==> src/rtl/npc_deadtime_multi.sv <==
// rtl/npc_deadtime_multi.sv - N-leg three-level NPC gate sequencer with dead time,
// zero-state dwell on reversals and ordered outer-then-inner fault shutdown.
module npc_deadtime_multi #(
  parameter int N_LEGS = 3,
  parameter int DT_W   = 8
) (
  input  logic                  clk,
  input  logic                  rst_n,
  input  logic                  ce,
  input  logic [2*N_LEGS-1:0]   leg,
  input  logic [DT_W-1:0]       dead_cycles,
  input  logic                  fault,
  input  logic                  err_clr,
  output logic [4*N_LEGS-1:0]   out,
  output logic [N_LEGS-1:0]     busy,
  output logic [N_LEGS-1:0]     err
);

  typedef enum logic [2:0] {
    ST_OFF = 3'd0,
    ST_DT  = 3'd1,
    ST_P   = 3'd2,
    ST_Z   = 3'd3,
    ST_N   = 3'd4,
    ST_SD  = 3'd5
  } state_e;

  // Command / target encoding shared with the leg input: 0 = N, 2 = Z, 3 = P.
  localparam logic [1:0] CMD_N   = 2'd0;
  localparam logic [1:0] CMD_BAD = 2'd1;
  localparam logic [1:0] CMD_Z   = 2'd2;
  localparam logic [1:0] CMD_P   = 2'd3;

  localparam logic [3:0] PAT_P    = 4'b1100;
  localparam logic [3:0] PAT_Z    = 4'b0110;
  localparam logic [3:0] PAT_N    = 4'b0011;
  localparam logic [3:0] PAT_P2Z  = 4'b0100;
  localparam logic [3:0] PAT_N2Z  = 4'b0010;
  localparam logic [3:0] INNER    = 4'b0110;

  localparam logic [DT_W-1:0] CNT_ONE = DT_W'(1);

  logic [DT_W-1:0] d_load;
  assign d_load = (dead_cycles == '0) ? CNT_ONE : dead_cycles;

  function automatic logic [3:0] tgt_pattern(input logic [1:0] t);
    case (t)
      CMD_P:   tgt_pattern = PAT_P;
      CMD_N:   tgt_pattern = PAT_N;
      default: tgt_pattern = PAT_Z;
    endcase
  endfunction

  function automatic state_e tgt_state(input logic [1:0] t);
    case (t)
      CMD_P:   tgt_state = ST_P;
      CMD_N:   tgt_state = ST_N;
      default: tgt_state = ST_Z;
    endcase
  endfunction

  for (genvar i = 0; i < N_LEGS; i++) begin : g_leg
    state_e          st_q;
    logic [DT_W-1:0] cnt_q;
    logic [1:0]      tgt_q;
    logic [3:0]      out_q;
    logic            busy_q;
    logic            err_q;
    logic [1:0]      cmd;

    assign cmd = leg[2*i +: 2];

    always_ff @(posedge clk or negedge rst_n) begin
      if (!rst_n) begin
        st_q   <= ST_OFF;
        cnt_q  <= '0;
        tgt_q  <= CMD_Z;
        out_q  <= '0;
        busy_q <= 1'b0;
        err_q  <= 1'b0;
      end else begin
        // A new invalid command wins over a simultaneous clear.
        if (ce && cmd == CMD_BAD) begin
          err_q <= 1'b1;
        end else if (err_clr) begin
          err_q <= 1'b0;
        end

        // Fault bypasses ce: outer switches drop first, inner ones after the SD count.
        if (fault && st_q inside {ST_DT, ST_P, ST_Z, ST_N}) begin
          out_q  <= out_q & INNER;
          cnt_q  <= d_load;
          st_q   <= ST_SD;
          busy_q <= 1'b1;
        end else if (!ce) begin
          if (st_q == ST_OFF) busy_q <= 1'b1;
        end else begin
          case (st_q)
            ST_OFF: begin
              busy_q <= 1'b1;
              if (!fault) begin
                cnt_q <= d_load;
                tgt_q <= CMD_Z;
                st_q  <= ST_DT;
              end
            end

            ST_DT: begin
              if (cnt_q <= CNT_ONE) begin
                out_q  <= tgt_pattern(tgt_q);
                st_q   <= tgt_state(tgt_q);
                cnt_q  <= (tgt_q == CMD_Z) ? d_load : '0;
                busy_q <= (tgt_q == CMD_Z);
              end else begin
                cnt_q <= cnt_q - CNT_ONE;
              end
            end

            ST_P: begin
              if (cmd == CMD_Z || cmd == CMD_N) begin
                out_q  <= PAT_P2Z;
                tgt_q  <= CMD_Z;
                cnt_q  <= d_load;
                st_q   <= ST_DT;
                busy_q <= 1'b1;
              end
            end

            ST_N: begin
              if (cmd == CMD_Z || cmd == CMD_P) begin
                out_q  <= PAT_N2Z;
                tgt_q  <= CMD_Z;
                cnt_q  <= d_load;
                st_q   <= ST_DT;
                busy_q <= 1'b1;
              end
            end

            // The dwell's last cycle is cnt = 1, so Z holds for exactly D ce-cycles.
            ST_Z: begin
              if (cnt_q > CNT_ONE) begin
                cnt_q <= cnt_q - CNT_ONE;
              end else if (cmd == CMD_P) begin
                out_q  <= PAT_P2Z;
                tgt_q  <= CMD_P;
                cnt_q  <= d_load;
                st_q   <= ST_DT;
                busy_q <= 1'b1;
              end else if (cmd == CMD_N) begin
                out_q  <= PAT_N2Z;
                tgt_q  <= CMD_N;
                cnt_q  <= d_load;
                st_q   <= ST_DT;
                busy_q <= 1'b1;
              end else begin
                cnt_q  <= '0;
                busy_q <= 1'b0;
              end
            end

            ST_SD: begin
              if (cnt_q <= CNT_ONE) begin
                out_q  <= '0;
                cnt_q  <= '0;
                st_q   <= ST_OFF;
                busy_q <= 1'b1;
              end else begin
                cnt_q <= cnt_q - CNT_ONE;
              end
            end

            default: begin
              out_q  <= '0;
              cnt_q  <= '0;
              st_q   <= ST_OFF;
              busy_q <= 1'b1;
            end
          endcase
        end
      end
    end

    assign out[4*i +: 4] = out_q;
    assign busy[i]       = busy_q;
    assign err[i]        = err_q;
  end

endmodule

==> config.mk <==
export PLATFORM = sky130hd
export DESIGN_NAME = npc_deadtime_multi
export DESIGN_NICKNAME = d
export VERILOG_FILES = /design/src/rtl/npc_deadtime_multi.sv
export SDC_FILE = /design/constraint.sdc
export NUM_CORES = 1
export LEC_CHECK = 0
export CAP_MARGIN = 20
export CORE_MARGIN = 8
export CORE_UTILIZATION = 35
export DETAILED_ROUTE_END_ITERATION = 10
export PLACE_DENSITY = 0.6
export SYNTH_ARGS = -nofsm -noshare
export SYNTH_HDL_FRONTEND = slang
export SYNTH_SLANG_ARGS = --single-unit
==> constraint.sdc <==
create_clock -name clk -period 2.5 [get_ports clk]
set_input_delay 0.375 -clock clk [delete_from_list [all_inputs] [get_ports clk]]
set_output_delay 0.375 -clock clk [all_outputs]
set_load 0.05 [all_outputs]
==> results of run 1 <==
[final timing paths]
check	startpoint	to	slack [ns]	cells past startpoint
hold / removal	rst_n	g_leg[1].out_q[3]$_DFFE_PN0P_	0.05	1
max in group asynchronous	rst_n	g_leg[1].tgt_q[1]$_DFFE_PN1P_	1.80	2
setup / recovery	g_leg[2].cnt_q[5]$_DFFE_PN0P_	g_leg[2].st_q[1]$_DFFE_PN0P_	0.1	6
setup reg to reg	g_leg[2].cnt_q[5]$_DFFE_PN0P_	g_leg[2].st_q[1]$_DFFE_PN0P_	0.1	6
hold reg to reg	g_leg[0].out_q[0]$_DFFE_PN0P_	g_leg[0].out_q[0]$_DFFE_PN0P_	0.49	1
min in group clk	g_leg[0].out_q[0]$_DFFE_PN0P_	g_leg[0].out_q[0]$_DFFE_PN0P_	0.49	1
[synth_stat cells (9+ instances only)]
cell type	number
a21oi_1	44
a22oi_1	9
clkbuf_1	25
dfrtp_1	54
ha_1	30
inv_1	43
mux2_2	12
nand2_1	28
nand2b_1	10
nand3_1	11
nor2_1	40
nor2b_1	9
nor3_1	20
nor3b_1	9
o21ai_0	32
o22ai_1	14
or3_1	14
[registers in the layout, summed over array words and instances (netlist names)]
register	count
g_leg.st_q	9
g_leg.tgt_q	6
g_leg.busy_q	3
g_leg.cnt_q	24
g_leg.out_q	12
g_leg.err_q	3
[repair_timing]
action	in CTS	in global routing
resized for setup	0	3
endpoints found under the hold margin	0	0
endpoints found under the setup margin	0	2
[power groups by stage]
stage          registers, mW  logic, mW  clock network (mW)
2_1_floorplan           1.70       2.76                   0
4_1_cts                 1.72       3.92                1.31
3_3_place_gp            1.71       3.83                   0
6_report                1.72       3.97                1.27
3_5_place_dp            1.73       3.90                   0
5_1_grt                 1.79       4.38                1.35
[worst max-delay path, cell delays in order (launching register included)]
cell	delay, ns
dfrtp_1	0.41
or4_4	0.54
o311ai_0	0.42
a31oi_1	0.13
buf_4	0.16
a211oi_4	0.27
mux2_1	0.35
[metrics by stage]
stage	setup slack (ns)	total power, mW
CTS	0.1113	6.944
global placement	-0.1859	5.538
detailed placement	-0.2430	5.629
global route	0.003988	7.521
finish	0.09742	6.969
floorplan	0.1960	4.460
[cells by family after synthesis]
group | count (synthesis)
buf+inv | 77
xor+xnor | 6
flops | 57
fa+ha+maj | 30
compound gates | 164
mux | 24
simple gates | 185
[layer usage]
metal / vias to the layer above / routed length (um) / GRT usage, %
met3: 31 / 565 / 2.938
met4: 0 / 254 / 5.601
li1: 2131 / - / -
met1: 2149 / 5802 / 19.24
met2: 131 / 6026 / 25.64
met5: - / 0 / 0
[layout make-up]
type,instances,area share [%]
Multi-Input combinational cell,409,49.67
Clock inverter,2,0.6167
Inverter,43,2.841
Sequential cell,57,25.18
Timing Repair Buffer,86,13.08
Tap cell,172,3.789
Clock buffer,14,4.824
==> results.toml, run 1 <==
[routing]
drtAntennaViolNets = 0
first_pass_iters = 5
vias = 4442
via_per_inst = 5.673
drt_wl_total_um = 12650
drt_iter0_markers = 393
drc_errors = 0
wl_per_cell_um = 16.15

[yosys]
synth-compound-area-share_pct = 24.42
synth_top_family_by_area = "compound AO/OA/AOI/OAI gates"
avgSynthCellArea_um2 = 8.371
synthArstFlopShare_pct = 100.0
synth_top_area_share_pct = 29.73
synth-edff-count = 0
synth.area.top_cells = "dfrtp_1 30%, ha_1 8.3%, a21oi_1 4.8%"
synth_cells = 543
yosys.area_share.simple_pct = 22.08
seq_area_frac_synth_pct = 31.46
syn-cell-area_um2 = 4546
yosysUniqueCellTypes = 70
yosys_warnings = 0
syn-num-nets = 592
synthXorXnorAreaFrac_pct = 1.156
synth_largest_area_cell = "dfrtp_1"
synth_fa_ha_area_share_pct = 8.258
synthMuxAreaShare_pct = 5.725
ys_ff_latch = 57
ys.flop_type = "dfrtp_1"

[clock_network]
clock_latency_ns = 0.33
post_cts_buffers = 0
cts.path.max_buffers = 2
numCtsBuffers = 9
root_buffer = "clkbuf_16"
hold_buffers = 0
clkTransAtPathRegs_ns = 0.05
cts_tree = "yes"
htree_levels = 3
cts_sinks = 57

[setup_path]
worstSetupPathType = "reg2reg"
worstPathMaxFanout = 4
start_kind = "flip-flop"
crit_path_end_kind = "flip-flop"
critical_path_arrival_ns = 2.61
cp.required_ns = 2.71

[timing]
maxSlewHeadroom_pct = 52.89
final_hold_viol_count = 0
setup_tns_ns = 0
rsz0062_at_grt = "false"
period_minus_slack_ns = 2.403
worst_pin_slew_ns = 0.7066
slew_viol_final = 0
timing.hold.ws_ns = 0.05357
finalClockSkew_ns = 0.005631
setup_violations = 0
fmax_ghz = 0.4162
finalCritPeriodShare_pct = 96.10

[global_routing]
grt_usage_pct = 15.33
grt_pass1_vias = 4312
antenna_found_initial = 0
grt-ovfl-total = 0
grt_max_degree = 35
grt_pass1_wl_um = 20870

[floorplanning]
initial_utilization_pct = 35.87
dieHeight_um = 130.0
die_w_um = 130.0
rows = 41
io_pins = 37
die_area_um2 = 16890
core_area_um2 = 12670

[pwr]
power_density_nw_per_um2 = 1227
power_frac_seq_pct = 24.7
p_int_mw = 3.849
netSwitchingFraction_pct = 44.76
p_comb_share_pct = 57.0
ir_drop_v = 0.0004832
pwr-share-clk_pct = 18.3
p_leak_nw = 2.451
p_switching_mw = 3.120

[run_status]
status = "finished, final reports clean"

[layout]
final_cell_mix = "54 x dfrtp_1, 49 x buf_4, 44 x a21oi_1, 43 x inv_1, 40 x nor2_1"
final_common_cell = "dfrtp_1"
diodes = 0
multi_input_area_um2 = 2821
seqCellArea_um2 = 1430
final.fill_count = 1243
layout-drive-gt1-share_pct = 16.53
fin_util_pct = 44.83
area_delta_synth_final_pct = 24.97
layoutNonFillerInstCount = 783
postLayoutCellArea_um2 = 5680
nets = 655

[placed_design]
place_inst = 767
post_dp_cell_area_um2 = 5351
dp_hpwl_um = 9439
place_congestion = 0.8787
portBuffers = 36

[flow_run]
drv_cap = 0

[min_path]
min_path_type = "in2async"
No activity file was read; power rests on OpenSTA's default activity.
==> run 2: changes to the inputs <==
CORE_UTILIZATION = 54   (was 35)
PLACE_DENSITY = 0.83   (was 0.6)
==> results.toml, run 2 (same netlist as run 1, synthesis figures left out) <==
[timing]
setup_violations = 0
final_hold_viol_count = 0
worst_pin_slew_ns = 0.7148
maxSlewHeadroom_pct = 52.35
finalClockSkew_ns = 0.01041
slew_viol_final = 0
timing.hold.ws_ns = 0.09109
fmax_ghz = 0.4175
finalCritPeriodShare_pct = 95.80
period_minus_slack_ns = 2.395
rsz0062_at_grt = "false"

[pwr]
p_leak_nw = 2.360
p_total_mw = 6.530
pwr-share-clk_pct = 12.5
power_frac_seq_pct = 26.4
p_int_mw = 3.414
power_density_nw_per_um2 = 1204
p_comb_share_pct = 61.0
netSwitchingFraction_pct = 47.72
p_switching_mw = 3.117
ir_drop_v = 0.0007037

[routing]
via_per_inst = 6.303
wl_per_cell_um = 17.36
drc_errors = 0
vias = 4469
drtAntennaViolNets = 0
drt_wl_total_um = 12310
first_pass_iters = 5
drt_iter0_markers = 312

[setup_path]
timing.critical_path.slowest_cell_delay_ns = 0.55
start_kind = "flip-flop"
cp_slowest_cell = "or4_4"
cp.required_ns = 2.72
cp_cell_sequence = "or4_4 -> or3_4 -> a32o_1 -> a211oi_4 -> mux2_1"
crit_buf_inv = 0
worstSetupPathType = "reg2reg"
worstPathMaxFanout = 4
reg2reg_slack_ns = 0.11
critical_path_arrival_ns = 2.62
crit_family = "simple AND/OR/NAND/NOR gates"
crit_path_end_kind = "flip-flop"

[floorplanning]
core_area_um2 = 8175
rows = 33
initial_utilization_pct = 55.60
die_area_um2 = 11610
dieHeight_um = 107.8
die_w_um = 107.8
io_pins = 37

[clock_network]
clkTransAtPathRegs_ns = 0.07
htree_levels = 3
cts_tree = "yes"
ctsResizeCount = 0
clock_latency_ns = 0.34
cts_sinks = 57
post_cts_buffers = 0
cts.path.max_buffers = 2
root_buffer = "clkbuf_8"
hold_buffers = 0
numCtsBuffers = 9

[layout]
nets = 648
largest_reg_flops = 24
diodes = 0
final_cell_mix = "54 x dfrtp_1, 44 x a21oi_1, 43 x inv_1, 41 x buf_4, 40 x nor2_1"
area_delta_synth_final_pct = 19.30
top_register = "g_leg.cnt_q"
final.fill_count = 671
layout-drive-gt1-share_pct = 15.23
reg_top3 = "g_leg.cnt_q x24, g_leg.out_q x12, g_leg.st_q x9"
final_common_cell = "dfrtp_1"

[placed_design]
portBuffers = 36
place_congestion = 0.8885
dp_hpwl_um = 9165

[global_routing]
grt_pass1_wl_um = 20600
grt-ovfl-total = 0
grt_max_degree = 31
grt_usage_pct = 21.73
grt_pass1_vias = 4300
antenna_found_initial = 0

[flow_run]
drv_cap = 0

[run_status]
status = "finished, final reports clean"

[min_path]
min_path_type = "in2async"
==> run 2: stage by stage <==
stage / instance area, um^2 / worst slack, ns / instances / util (%) / TNS [ns]
after CTS: 5400 / 0.1101 / 709 / 66.05 / 0
after global placement: 5215 / -0.1683 / 693 / 63.79 / -1.878
final: 5423 / 0.1050 / 709 / 66.33 / 0
after detailed placement: 5215 / -0.2229 / 693 / 63.79 / -2.865
after global routing: 5423 / 0.01179 / 709 / 66.33 / 0
after floorplan: 4546 / 0.1960 / 543 / - / 0
==> run 2: worst paths after layout <==
kind,cells after the start,startpoint,to
worst min-delay path,1,rst_n,g_leg[1].cnt_q[1]$_DFFE_PN0P_
min in group clk,1,g_leg[2].out_q[3]$_DFFE_PN0P_,g_leg[2].out_q[3]$_DFFE_PN0P_
worst max register to register,5,g_leg[2].cnt_q[5]$_DFFE_PN0P_,g_leg[2].st_q[0]$_DFFE_PN0P_
max in group asynchronous,2,rst_n,g_leg[2].tgt_q[1]$_DFFE_PN1P_
worst max-delay path,5,g_leg[2].cnt_q[5]$_DFFE_PN0P_,g_leg[2].st_q[0]$_DFFE_PN0P_
worst min register to register,1,g_leg[2].out_q[3]$_DFFE_PN0P_,g_leg[2].out_q[3]$_DFFE_PN0P_
==> run 2: power by group through the flow <==
stage,Clock [mW],Sequential [mW],Combinational [mW]
6_report,0.820,1.73,3.98
5_1_grt,0.873,1.79,4.37
4_1_cts,0.830,1.71,3.91
3_5_place_dp,0,1.72,3.89
3_3_place_gp,0,1.71,3.73
2_1_floorplan,0,1.70,2.76
==> run 2: final cells by class <==
cell class	instances	area, um^2	share of cell area (%)
multi-input combinational	409	2820	52.01
sequential	57	1430	26.37
tap	105	131.4	2.423
clock inverter	2	12.51	0.2307
inverter	43	161.4	2.976
clock buffer	14	172.7	3.184
timing repair buffer	79	694.4	12.81
==> run 2: layer usage <==
metal | share of wire [%] | GRT usage [%] | vias up
met5 | 0 | 0 | -
met4 | 2.3 | 8.920 | 0
met3 | 6.5 | 3.234 | 21
met2 | 48 | 35.66 | 172
met1 | 43 | 27.90 | 2173
li1 | - | - | 2103
